`config.mk`:
```
export PLATFORM = sky130hd
export DESIGN_NAME = riscv_ctrl_pipe_flat
export DESIGN_NICKNAME = d
export VERILOG_FILES = /design/src/rtl/riscv_ctrl_pkg.sv /design/src/rtl/riscv_ctrl_pipe_if.sv /design/src/rtl/riscv_ctrl_decode.sv /design/src/rtl/riscv_ctrl_pipe.sv /design/src/flat_wrapper.sv
export SDC_FILE = /design/constraint.sdc
export NUM_CORES = 1
export LEC_CHECK = 0
export CELL_PAD_IN_SITES_DETAIL_PLACEMENT = 2
export CELL_PAD_IN_SITES_GLOBAL_PLACEMENT = 2
export CORE_MARGIN = 2
export CORE_UTILIZATION = 25
export DETAILED_ROUTE_END_ITERATION = 10
export PLACE_DENSITY = 0.74
export REMOVE_ABC_BUFFERS = 1
export SLEW_MARGIN = 10
export SYNTH_ARGS = -nofsm -noshare
export SYNTH_HDL_FRONTEND = slang
export SYNTH_SLANG_ARGS = --single-unit
```
`constraint.sdc`:
```
create_clock -name clk -period 1.5 [get_ports clk]
set_input_delay 0.225 -clock clk [delete_from_list [all_inputs] [get_ports clk]]
set_output_delay 0.225 -clock clk [all_outputs]
set_load 0.03 [all_outputs]
```
`src/rtl/riscv_ctrl_pkg.sv`:
```
// Shared types for the RV32I control pipeline: opcodes, ALU ops, result and
// immediate selects, and the control word carried from Decode into Execute.
package riscv_ctrl_pkg;

  localparam logic [6:0] OP_LOAD  = 7'b0000011;
  localparam logic [6:0] OP_STORE = 7'b0100011;
  localparam logic [6:0] OP_R     = 7'b0110011;
  localparam logic [6:0] OP_I     = 7'b0010011;
  localparam logic [6:0] OP_BR    = 7'b1100011;
  localparam logic [6:0] OP_JAL   = 7'b1101111;
  localparam logic [6:0] OP_JALR  = 7'b1100111;
  localparam logic [6:0] OP_LUI   = 7'b0110111;
  localparam logic [6:0] OP_AUIPC = 7'b0010111;

  typedef enum logic [3:0] {
    ALU_ADD  = 4'b0000,
    ALU_SUB  = 4'b0001,
    ALU_AND  = 4'b0010,
    ALU_OR   = 4'b0011,
    ALU_XOR  = 4'b0100,
    ALU_SLT  = 4'b0101,
    ALU_SLTU = 4'b0110,
    ALU_SLL  = 4'b0111,
    ALU_SRL  = 4'b1000,
    ALU_SRA  = 4'b1001,
    ALU_MUL  = 4'b1010
  } alu_op_e;

  typedef enum logic [1:0] {
    RES_ALU = 2'b00,
    RES_MEM = 2'b01,
    RES_PC4 = 2'b10,
    RES_IMM = 2'b11
  } result_src_e;

  typedef enum logic [2:0] {
    IMM_I = 3'b000,
    IMM_S = 3'b001,
    IMM_B = 3'b010,
    IMM_J = 3'b011,
    IMM_U = 3'b100
  } imm_src_e;

  // funct3 rides along so Execute can pick the branch condition.
  typedef struct packed {
    logic        reg_write;
    result_src_e result_src;
    logic        mem_write;
    logic        jump;
    logic        branch;
    alu_op_e     alu_op;
    logic        alu_src_a;
    logic        alu_src_b;
    logic        pc_target_src;
    logic [2:0]  funct3;
  } ctrl_word_t;

  // Only the fields that still matter after Execute.
  typedef struct packed {
    logic        reg_write;
    result_src_e result_src;
    logic        mem_write;
  } m_ctrl_t;

  // Shared R-type / I-type ALU select; alt is funct7_5 where it is meaningful.
  function automatic alu_op_e alu_dec(input logic [2:0] f3, input logic alt);
    case (f3)
      3'b000:  return alt ? ALU_SUB : ALU_ADD;
      3'b001:  return ALU_SLL;
      3'b010:  return ALU_SLT;
      3'b011:  return ALU_SLTU;
      3'b100:  return ALU_XOR;
      3'b101:  return alt ? ALU_SRA : ALU_SRL;
      3'b110:  return ALU_OR;
      default: return ALU_AND;
    endcase
  endfunction

endpackage

```
`src/rtl/riscv_ctrl_pipe_if.sv`:
```
// Control-unit bus: Decode instruction fields, hazard flush, ALU flags in;
// Decode/Execute/Memory/Writeback control out.
interface riscv_ctrl_pipe_if;
  logic [6:0] op;
  logic [2:0] funct3;
  logic       funct7_5;
  logic       funct7_0;
  logic       FlushE;
  logic       ZeroE;
  logic       LtE;
  logic       LtuE;
  logic [2:0] ImmSrcD;
  logic       IllegalD;
  logic [3:0] AluControlE;
  logic       AluSrcAE;
  logic       AluSrcBE;
  logic       PCSrcE;
  logic       PCTargetSrcE;
  logic [1:0] ResultSrcE;
  logic [1:0] ResultSrcM;
  logic [1:0] ResultSrcW;
  logic       RegWriteE;
  logic       RegWriteM;
  logic       RegWriteW;
  logic       MemWriteM;

  modport master (
    output op, funct3, funct7_5, funct7_0, FlushE, ZeroE, LtE, LtuE,
    input  ImmSrcD, IllegalD, AluControlE, AluSrcAE, AluSrcBE, PCSrcE,
           PCTargetSrcE, ResultSrcE, ResultSrcM, ResultSrcW,
           RegWriteE, RegWriteM, RegWriteW, MemWriteM
  );

  modport slave (
    input  op, funct3, funct7_5, funct7_0, FlushE, ZeroE, LtE, LtuE,
    output ImmSrcD, IllegalD, AluControlE, AluSrcAE, AluSrcBE, PCSrcE,
           PCTargetSrcE, ResultSrcE, ResultSrcM, ResultSrcW,
           RegWriteE, RegWriteM, RegWriteW, MemWriteM
  );
endinterface

```
`src/rtl/riscv_ctrl_decode.sv`:
```
// Pure combinational Decode: instruction fields to control word, immediate
// select and illegal flag. Illegal encodings produce an all-zero bubble.
module riscv_ctrl_decode
  import riscv_ctrl_pkg::*;
#(
  parameter bit SUPPORT_MUL   = 1'b0,
  parameter bit SUPPORT_UPPER = 1'b1
) (
  input  logic [6:0] op,
  input  logic [2:0] funct3,
  input  logic       funct7_5,
  input  logic       funct7_0,
  output ctrl_word_t cw,
  output imm_src_e   imm_src,
  output logic       illegal
);

  // Opcode decode; the illegal squash at the end overrides any partial word.
  always_comb begin
    cw      = '0;
    imm_src = IMM_I;
    illegal = 1'b0;
    case (op)
      OP_LOAD: begin
        cw.reg_write  = 1'b1;
        cw.alu_src_b  = 1'b1;
        cw.result_src = RES_MEM;
      end
      OP_STORE: begin
        cw.mem_write = 1'b1;
        cw.alu_src_b = 1'b1;
        imm_src      = IMM_S;
      end
      OP_R: begin
        if (funct7_0) begin
          if (SUPPORT_MUL && funct3 == 3'b000) begin
            cw.reg_write = 1'b1;
            cw.alu_op    = ALU_MUL;
          end else begin
            illegal = 1'b1;
          end
        end else begin
          cw.reg_write = 1'b1;
          cw.alu_op    = alu_dec(funct3, funct7_5);
        end
      end
      OP_I: begin
        // bit 30 is immediate data except on shifts-right (srli/srai)
        cw.reg_write = 1'b1;
        cw.alu_src_b = 1'b1;
        cw.alu_op    = alu_dec(funct3, (funct3 == 3'b101) && funct7_5);
      end
      OP_BR: begin
        if (funct3 == 3'b010 || funct3 == 3'b011) begin
          illegal = 1'b1;
        end else begin
          cw.branch = 1'b1;
          cw.alu_op = ALU_SUB;
          cw.funct3 = funct3;
          imm_src   = IMM_B;
        end
      end
      OP_JAL: begin
        cw.jump       = 1'b1;
        cw.reg_write  = 1'b1;
        cw.result_src = RES_PC4;
        imm_src       = IMM_J;
      end
      OP_JALR: begin
        cw.jump          = 1'b1;
        cw.reg_write     = 1'b1;
        cw.alu_src_b     = 1'b1;
        cw.result_src    = RES_PC4;
        cw.pc_target_src = 1'b1;
      end
      OP_LUI: begin
        if (SUPPORT_UPPER) begin
          cw.reg_write  = 1'b1;
          cw.result_src = RES_IMM;
          imm_src       = IMM_U;
        end else begin
          illegal = 1'b1;
        end
      end
      OP_AUIPC: begin
        if (SUPPORT_UPPER) begin
          cw.reg_write = 1'b1;
          cw.alu_src_a = 1'b1;
          cw.alu_src_b = 1'b1;
          imm_src      = IMM_U;
        end else begin
          illegal = 1'b1;
        end
      end
      default: illegal = 1'b1;
    endcase
    if (illegal) begin
      cw      = '0;
      imm_src = IMM_I;
    end
  end

endmodule

```
`src/rtl/riscv_ctrl_pipe.sv`:
```
// Pipelined control unit: Decode sub-module, then E/M/W control registers and
// branch/jump resolution in Execute. Stalls are handled outside by the hazard
// unit holding F/D and flushing E, so there is no enable here.
module riscv_ctrl_pipe
  import riscv_ctrl_pkg::*;
#(
  parameter bit SUPPORT_MUL   = 1'b0,
  parameter bit SUPPORT_UPPER = 1'b1
) (
  input  logic               clk,
  input  logic               reset,
  riscv_ctrl_pipe_if.slave   bus
);

  ctrl_word_t  ctrl_d, ctrl_e;
  imm_src_e    imm_src_d;
  logic        illegal_d;
  m_ctrl_t     ctrl_m;
  logic        reg_write_w;
  result_src_e result_src_w;
  logic        taken_e;

  riscv_ctrl_decode #(
    .SUPPORT_MUL   (SUPPORT_MUL),
    .SUPPORT_UPPER (SUPPORT_UPPER)
  ) u_dec (
    .op       (bus.op),
    .funct3   (bus.funct3),
    .funct7_5 (bus.funct7_5),
    .funct7_0 (bus.funct7_0),
    .cw       (ctrl_d),
    .imm_src  (imm_src_d),
    .illegal  (illegal_d)
  );

  // Execute register: a flush inserts a bubble so nothing downstream writes.
  always_ff @(posedge clk) begin
    if (reset || bus.FlushE) ctrl_e <= '0;
    else                     ctrl_e <= ctrl_d;
  end

  // Memory and Writeback registers advance unconditionally.
  always_ff @(posedge clk) begin
    if (reset) begin
      ctrl_m       <= '0;
      reg_write_w  <= 1'b0;
      result_src_w <= RES_ALU;
    end else begin
      ctrl_m       <= '{reg_write:  ctrl_e.reg_write,
                        result_src: ctrl_e.result_src,
                        mem_write:  ctrl_e.mem_write};
      reg_write_w  <= ctrl_m.reg_write;
      result_src_w <= ctrl_m.result_src;
    end
  end

  // Branch condition from the ALU flags of the compare running in Execute.
  always_comb begin
    taken_e = 1'b0;
    case (ctrl_e.funct3)
      3'b000:  taken_e =  bus.ZeroE;
      3'b001:  taken_e = !bus.ZeroE;
      3'b100:  taken_e =  bus.LtE;
      3'b101:  taken_e = !bus.LtE;
      3'b110:  taken_e =  bus.LtuE;
      3'b111:  taken_e = !bus.LtuE;
      default: taken_e = 1'b0;
    endcase
  end

  assign bus.ImmSrcD      = imm_src_d;
  assign bus.IllegalD     = illegal_d;
  assign bus.AluControlE  = ctrl_e.alu_op;
  assign bus.AluSrcAE     = ctrl_e.alu_src_a;
  assign bus.AluSrcBE     = ctrl_e.alu_src_b;
  assign bus.PCSrcE       = ctrl_e.jump | (ctrl_e.branch & taken_e);
  assign bus.PCTargetSrcE = ctrl_e.pc_target_src;
  assign bus.ResultSrcE   = ctrl_e.result_src;
  assign bus.RegWriteE    = ctrl_e.reg_write;
  assign bus.ResultSrcM   = ctrl_m.result_src;
  assign bus.RegWriteM    = ctrl_m.reg_write;
  assign bus.MemWriteM    = ctrl_m.mem_write;
  assign bus.ResultSrcW   = result_src_w;
  assign bus.RegWriteW    = reg_write_w;

endmodule
```
`src/flat_wrapper.sv`:
```
// flat-port wrapper written by rule: the top's interface ports become plain ports
module riscv_ctrl_pipe_flat import riscv_ctrl_pkg::*;
#(
  parameter bit SUPPORT_MUL   = 1'b0,
  parameter bit SUPPORT_UPPER = 1'b1
)
  (clk, reset, bus_op, bus_funct3, bus_funct7_5, bus_funct7_0, bus_FlushE, bus_ZeroE, bus_LtE, bus_LtuE, bus_ImmSrcD, bus_IllegalD, bus_AluControlE, bus_AluSrcAE, bus_AluSrcBE, bus_PCSrcE, bus_PCTargetSrcE, bus_ResultSrcE, bus_ResultSrcM, bus_ResultSrcW, bus_RegWriteE, bus_RegWriteM, bus_RegWriteW, bus_MemWriteM);
  riscv_ctrl_pipe_if bus_i ();
  input  logic clk;
  input  logic reset;
  input wire logic [$bits(bus_i.op)-1:0] bus_op;
  input wire logic [$bits(bus_i.funct3)-1:0] bus_funct3;
  input wire logic [$bits(bus_i.funct7_5)-1:0] bus_funct7_5;
  input wire logic [$bits(bus_i.funct7_0)-1:0] bus_funct7_0;
  input wire logic [$bits(bus_i.FlushE)-1:0] bus_FlushE;
  input wire logic [$bits(bus_i.ZeroE)-1:0] bus_ZeroE;
  input wire logic [$bits(bus_i.LtE)-1:0] bus_LtE;
  input wire logic [$bits(bus_i.LtuE)-1:0] bus_LtuE;
  output wire logic [$bits(bus_i.ImmSrcD)-1:0] bus_ImmSrcD;
  output wire logic [$bits(bus_i.IllegalD)-1:0] bus_IllegalD;
  output wire logic [$bits(bus_i.AluControlE)-1:0] bus_AluControlE;
  output wire logic [$bits(bus_i.AluSrcAE)-1:0] bus_AluSrcAE;
  output wire logic [$bits(bus_i.AluSrcBE)-1:0] bus_AluSrcBE;
  output wire logic [$bits(bus_i.PCSrcE)-1:0] bus_PCSrcE;
  output wire logic [$bits(bus_i.PCTargetSrcE)-1:0] bus_PCTargetSrcE;
  output wire logic [$bits(bus_i.ResultSrcE)-1:0] bus_ResultSrcE;
  output wire logic [$bits(bus_i.ResultSrcM)-1:0] bus_ResultSrcM;
  output wire logic [$bits(bus_i.ResultSrcW)-1:0] bus_ResultSrcW;
  output wire logic [$bits(bus_i.RegWriteE)-1:0] bus_RegWriteE;
  output wire logic [$bits(bus_i.RegWriteM)-1:0] bus_RegWriteM;
  output wire logic [$bits(bus_i.RegWriteW)-1:0] bus_RegWriteW;
  output wire logic [$bits(bus_i.MemWriteM)-1:0] bus_MemWriteM;
  assign bus_i.op = bus_op;
  assign bus_i.funct3 = bus_funct3;
  assign bus_i.funct7_5 = bus_funct7_5;
  assign bus_i.funct7_0 = bus_funct7_0;
  assign bus_i.FlushE = bus_FlushE;
  assign bus_i.ZeroE = bus_ZeroE;
  assign bus_i.LtE = bus_LtE;
  assign bus_i.LtuE = bus_LtuE;
  assign bus_ImmSrcD = bus_i.ImmSrcD;
  assign bus_IllegalD = bus_i.IllegalD;
  assign bus_AluControlE = bus_i.AluControlE;
  assign bus_AluSrcAE = bus_i.AluSrcAE;
  assign bus_AluSrcBE = bus_i.AluSrcBE;
  assign bus_PCSrcE = bus_i.PCSrcE;
  assign bus_PCTargetSrcE = bus_i.PCTargetSrcE;
  assign bus_ResultSrcE = bus_i.ResultSrcE;
  assign bus_ResultSrcM = bus_i.ResultSrcM;
  assign bus_ResultSrcW = bus_i.ResultSrcW;
  assign bus_RegWriteE = bus_i.RegWriteE;
  assign bus_RegWriteM = bus_i.RegWriteM;
  assign bus_RegWriteW = bus_i.RegWriteW;
  assign bus_MemWriteM = bus_i.MemWriteM;
  riscv_ctrl_pipe #(.SUPPORT_MUL(SUPPORT_MUL), .SUPPORT_UPPER(SUPPORT_UPPER)) u_core (.clk(clk), .reset(reset), .bus(bus_i));
endmodule
```
**Word level (Yosys, flattened, before mapping)**

Index checks and enable logic that the tools add are counted.

- Output and inout bits: 22
- Logic and storage cells: 78
- Register bits after elaboration: 23
- Bits of input ports: 18

- Muxes and demuxes: 24
- Reduce and logical (&&, ||, !) cells: 16
- Eq/ne operators: 20
- Bitwise operators: 3

Operator list:

| cell | count |
|---|---|
| one-hot mux 4 bit (7 select lines) | 2 |
| == test 3 bit (second input constant) | 7 |
| == test 7 x 6 -> 1 bit (second input constant) | 3 |
| == test 7 bit (second input constant) | 3 |
| == test 7 x 5 -> 1 bit (second input constant) | 2 |
| 2-to-1 mux 1 bit | 12 |
| one-hot mux 3 bit (4 select lines) | 1 |
| one-hot mux 4 bit (3 select lines) | 1 |
| == test 7 x 2 -> 1 bit (second input constant) | 1 |
| OR reduction 7 bit | 1 |
| == test 3 x 1 -> 1 bit (second input constant) | 2 |
| == test 3 x 2 -> 1 bit (second input constant) | 2 |
| logical NOT 3 bit | 2 |
| one-hot mux 1 bit (6 select lines) | 1 |
| one-hot mux 2 bit (3 select lines) | 1 |
| OR reduction 2 bit | 3 |
| OR reduction 6 bit | 1 |
| 2-to-1 mux 5 bit | 1 |
| OR reduction 5 bit | 1 |
| 2-to-1 mux 4 bit | 1 |
| OR reduction 4 bit | 1 |
| logical NOT 1 bit | 3 |
| 2-to-1 mux 3 bit | 1 |
| one-hot mux 1 bit (3 select lines) | 1 |
| 8 further kinds | 9 |

**Depth between registers and ports, before layout**

- Word-level depth: 5
- Gate-level depth with buffers: 6
- Depth with buffers taken out: 5

**Modules after synthesis**

A second synthesis with hierarchy kept.

- Cell total of the unflattened synthesis: 114
- Area total of the unflattened synthesis: 1177.4 um^2

Modules (own cells, without submodules):

| module | instances | area an instance (um^2) | cells each |
|---|---|---|---|
| riscv_ctrl_pipe | 1 | 768.2 | 61 |
| riscv_ctrl_decode | 1 | 409.1 | 53 |

**Least setup slack after synthesis**

Ideal clock, no wire load.

- Path type: input to output
- Start: input bus_op[2]
- End: output bus_ImmSrcD[0]
- Slack: -0.242 ns
- Data arrival time: 1.517 ns
- Data required time: 1.275 ns
- Stages on the path: 3
- Cell sequence: buf_4 > or3_1 > a211oi_1

- Word-level cells in the longest chain between the ends: 4

Ends and longest elaborated chain:

| item | line | RTL |
|---|---|---|
| start: declaration | flat_wrapper.sv:11 | `input wire logic [$bits(bus_i.op)-1:0] bus_op;` |
| == test 7 x 5 -> 1 bit, or another cell as far along | riscv_ctrl_decode.sv:23 | `case (op)` |
| OR reduction 7 bit (no line) or OR reduction 2 bit (tied branches) | n/a |  |
| one-hot mux 1 bit (3 select lines) or one-hot mux 3 bit (4 select lines) (tied branches) | riscv_ctrl_decode.sv:23 |  |
| 2-to-1 mux 3 bit * | riscv_ctrl_decode.sv:97 | `if (illegal) begin` |
| end: declaration | flat_wrapper.sv:19 | `output wire logic [$bits(bus_i.ImmSrcD)-1:0] bus_ImmSrcD;` |

Mark *: on every way between the ends. The rest lies on a longest branch, timed or not.

**Final worst setup path**

- Start: register u_core.ctrl_e[2] (netlist name)
- End: output bus_PCSrcE

- Word-level cells in the longest chain between the ends: 4

Ends and longest elaborated chain:

| item | line | RTL |
|---|---|---|
| start: declaration | riscv_ctrl_pipe.sv:15 | `ctrl_word_t ctrl_d, ctrl_e;` |
| start signal: assignment | riscv_ctrl_pipe.sv:39 | `else ctrl_e <= ctrl_d;` |
| == test 3 bit, or another cell as far along | riscv_ctrl_pipe.sv:60 | `case (ctrl_e.funct3)` |
| one-hot mux 1 bit (6 select lines) * | riscv_ctrl_pipe.sv:60 |  |
| AND 1 bit * | riscv_ctrl_pipe.sv:76 | `assign bus.PCSrcE = ctrl_e.jump \| (ctrl_e.branch & taken_e);` |
| bitwise OR 1 bit * | riscv_ctrl_pipe.sv:76 |  |
| end: declaration | flat_wrapper.sv:24 | `output wire logic [$bits(bus_i.PCSrcE)-1:0] bus_PCSrcE;` |

Marks and branches as above.

==> metrics.cfg <==
[status]
run_status = finished, violations left
violations = negative setup slack

[placement]
place_area_um2 = 1670
place.gp.congestion = 0.876
port_buffers = 39
place_inst = 226
preCtsSetupSlack_ns = -0.996
place_hpwl_um = 2860

[route]
vias = 1141
dr.pass1.iters = 2
vias_per_cell = 4.75
drc = 0
wl_per_cell_um = 16.6
drt-initial-drc-count = 30
postRouteWirelength_um = 3980
ant_nets = 0

[setup_path]
crit_arrival_ns = 1.38
path_class = flip-flop to primary output
critPathRequiredTime_ns = 1.27
end_kind = primary output
startpoint_type = flip-flop
worstPathMaxFanout = 2

[finish]
nets = 207
layout-drive-gt1-share_pct = 41.0
postLayoutCellArea_um2 = 1910
layout_common_cells = 33 x buf_4, 22 x dfxtp_1, 11 x buf_6, 11 x dlymetal6s2s_1, 10 x clkdlybuf4s50_1
stdcell_count = 240
diodes = 0
synthToLayoutAreaGrowth_pct = 72.0
final_common_cell = buf_4
fillers = 470

[logic_synthesis]
synth-async-reset-ratio_pct = 0
synth_cells = 119
ys_warn_count = 0
ys_seq_area_share_pct = 41.5
synth_edf_count = 0
ys_types = 41
netlist_area_um2 = 1110
syn_area_per_cell_um2 = 9.33
ys.flop_type = dfxtp_1
ys_seq_elements = 23

[power]
leakagePower_uw = 0.00102
p_per_area_nw_per_um2 = 657
swShare_pct = 25.6
finalPower_uw = 1250
p_sw_uw = 322
combinationalPowerShare_pct = 20.9
pwr-share-clk_pct = 30.5
pwr-share-seq_pct = 48.6
irDropWorstVdd_uv = 251
p_int_uw = 933

[timing]
slew_headroom_pct = 76.6
tightest_slew_ns = 0.350
fin_ws_ns = -0.106
worst_hold_slack_ns = 0.279
fin_crit_sh_pct = 107
hold_viol = 0
rsz0062_at_grt = true
fmax_mhz = 622
setup_viol = 3
finClkSkew_ns = 0.00200
period_minus_slack_ns = 1.61
slew_violations = 0

[flow_run]
cap_viol_max_count = 0

[die]
dieArea_um2 = 4990
row_count = 24
io_pins = 40
fp.dieH_um = 70.6
start_util_pct = 25.7
die_x_um = 70.6
core_um2 = 4320

[global_route]
antenna_found_initial = 0
grt_max_degree = 14
grt_pass1_vias = 1273
grt_pass1_wl_um = 6270
grt-ovfl-total = 0
grt_usage_pct = 16.0

[clock_network]
cts_max_level = 1
cts_sinks = 23
cts_buffers = 3
cts_tree = built
cts_buffer_depth = 2
clockRootBuffer = clkbuf_8
clk_pin_slew_ns = 0.09
clkLatencyLatePin_ns = 0.26

[worst_hold_path]
hp-class = input pin to flip-flop

==> synth_stat cells (all sizes together) (2+ instances only) <==
| library cell | number | share of area (%) |
|---|---|---|
| xor2 | 3 | 2.4 |
| or3 | 2 | 1.1 |
| a21oi | 6 | 2.7 |
| nor2 | 8 | 2.7 |
| nor4 | 3 | 1.7 |
| nand2b | 3 | 2.4 |
| and3 | 4 | 2.4 |
| nand2 | 9 | 3.0 |
| inv | 2 | 0.68 |
| nor3 | 8 | 4.6 |
| buf | 11 | 7.3 |
| dfxtp | 23 | 41 |
| nor3b | 2 | 1.8 |
| nand3 | 3 | 1.4 |
| and4bb | 2 | 2.3 |
| mux2i | 2 | 1.8 |
| nor2b | 8 | 4.5 |
| o21ai | 6 | 3.0 |
==> stage by stage <==
stage,util [%],setup TNS [ns]
2_1_floorplan,-,-0.106
3_3_place_gp,38.6,-5.19
3_5_place_dp,38.6,-6.74
4_1_cts,41.9,-0.179
5_1_grt,44.2,-0.272
6_report,44.2,-0.121
==> flip-flops by register name (all words and copies together), names as in the netlist <==
signal	cells
u_core.bus.RegWriteW	1
u_core.bus.AluSrcBE	1
u_core.bus.PCTargetSrcE	1
u_core.ctrl_e	6
u_core.bus.ResultSrcE	2
u_core.bus.AluControlE	4
u_core.bus.AluSrcAE	1
u_core.bus.ResultSrcM	2
u_core.bus.ResultSrcW	2
u_core.bus.RegWriteM	1
u_core.bus.RegWriteE	1
u_core.bus.MemWriteM	1
==> power groups by stage <==
stage / sequential, µW / combinational [µW] / clock (µW)
global placement: 625 / 210 / 0
finish: 610 / 262 / 383
floorplan: 625 / 63.3 / 0
CTS: 610 / 238 / 391
global route: 611 / 279 / 433
detailed placement: 625 / 219 / 0
==> worst max-delay path: stages (launching register included) <==
cell and delay (ns):
dfxtp_2 0.35, mux2i_2 0.23, xor2_1 0.17, o21ai_1 0.08
a21o_1 0.17, buf_6 0.13
==> timing repair <==
action,CTS,global route
buffers inserted,8,2
resized for setup,71,24
hold buffers,0,0
setup endpoints to repair,17,15
pin swaps,12,6
==> worst paths after layout <==
kind | from | endpoint | slack [ns] | cells after the start
max | u_core.ctrl_e[2]$_SDFF_PP0_ | bus_PCSrcE | -0.11 | 5
min | bus_op[6] | u_core.ctrl_e[12]$_SDFF_PP0_ | 0.28 | 3
max reg2reg | u_core.bus.ResultSrcE[1]$_SDFF_PP0_ | u_core.bus.ResultSrcM[1]$_SDFF_PP0_ | 0.97 | 1
min reg2reg | u_core.ctrl_e[12]$_SDFF_PP0_ | u_core.bus.MemWriteM$_SDFF_PP0_ | 0.45 | 1
==> per-layer routing <==
layer	wire length (µm)	vias to the layer above	track usage, %
met1	1700	564	19.2
met5	0	-	0
met3	108	4	1.42
met4	70	0	6.50
met2	2100	25	29.2
li1	-	548	-
==> area by class of cell <==
type / instances / area [µm²] / area share (%)
Sequential cell: 23 / 462 / 24.2
Inverter: 2 / 7.51 / 0.393
Clock buffer: 3 / 41.3 / 2.16
Tap cell: 52 / 65.1 / 3.41
Multi-Input combinational cell: 82 / 603 / 31.6
Clock inverter: 1 / 5.00 / 0.262
Timing Repair Buffer: 77 / 726 / 38.0
==> logic make-up (layout without fill, tap and decap cells) <==
logic type	after synthesis	in the layout	synth area share, %
simple gates	57	57	32.9
flops	23	23	41.5
compound gates	19	19	11.2
buf+inv	14	83	9.24
xor+xnor	3	3	2.37
mux	3	3	2.82
Note: power is estimated with default switching activity, not from simulation.
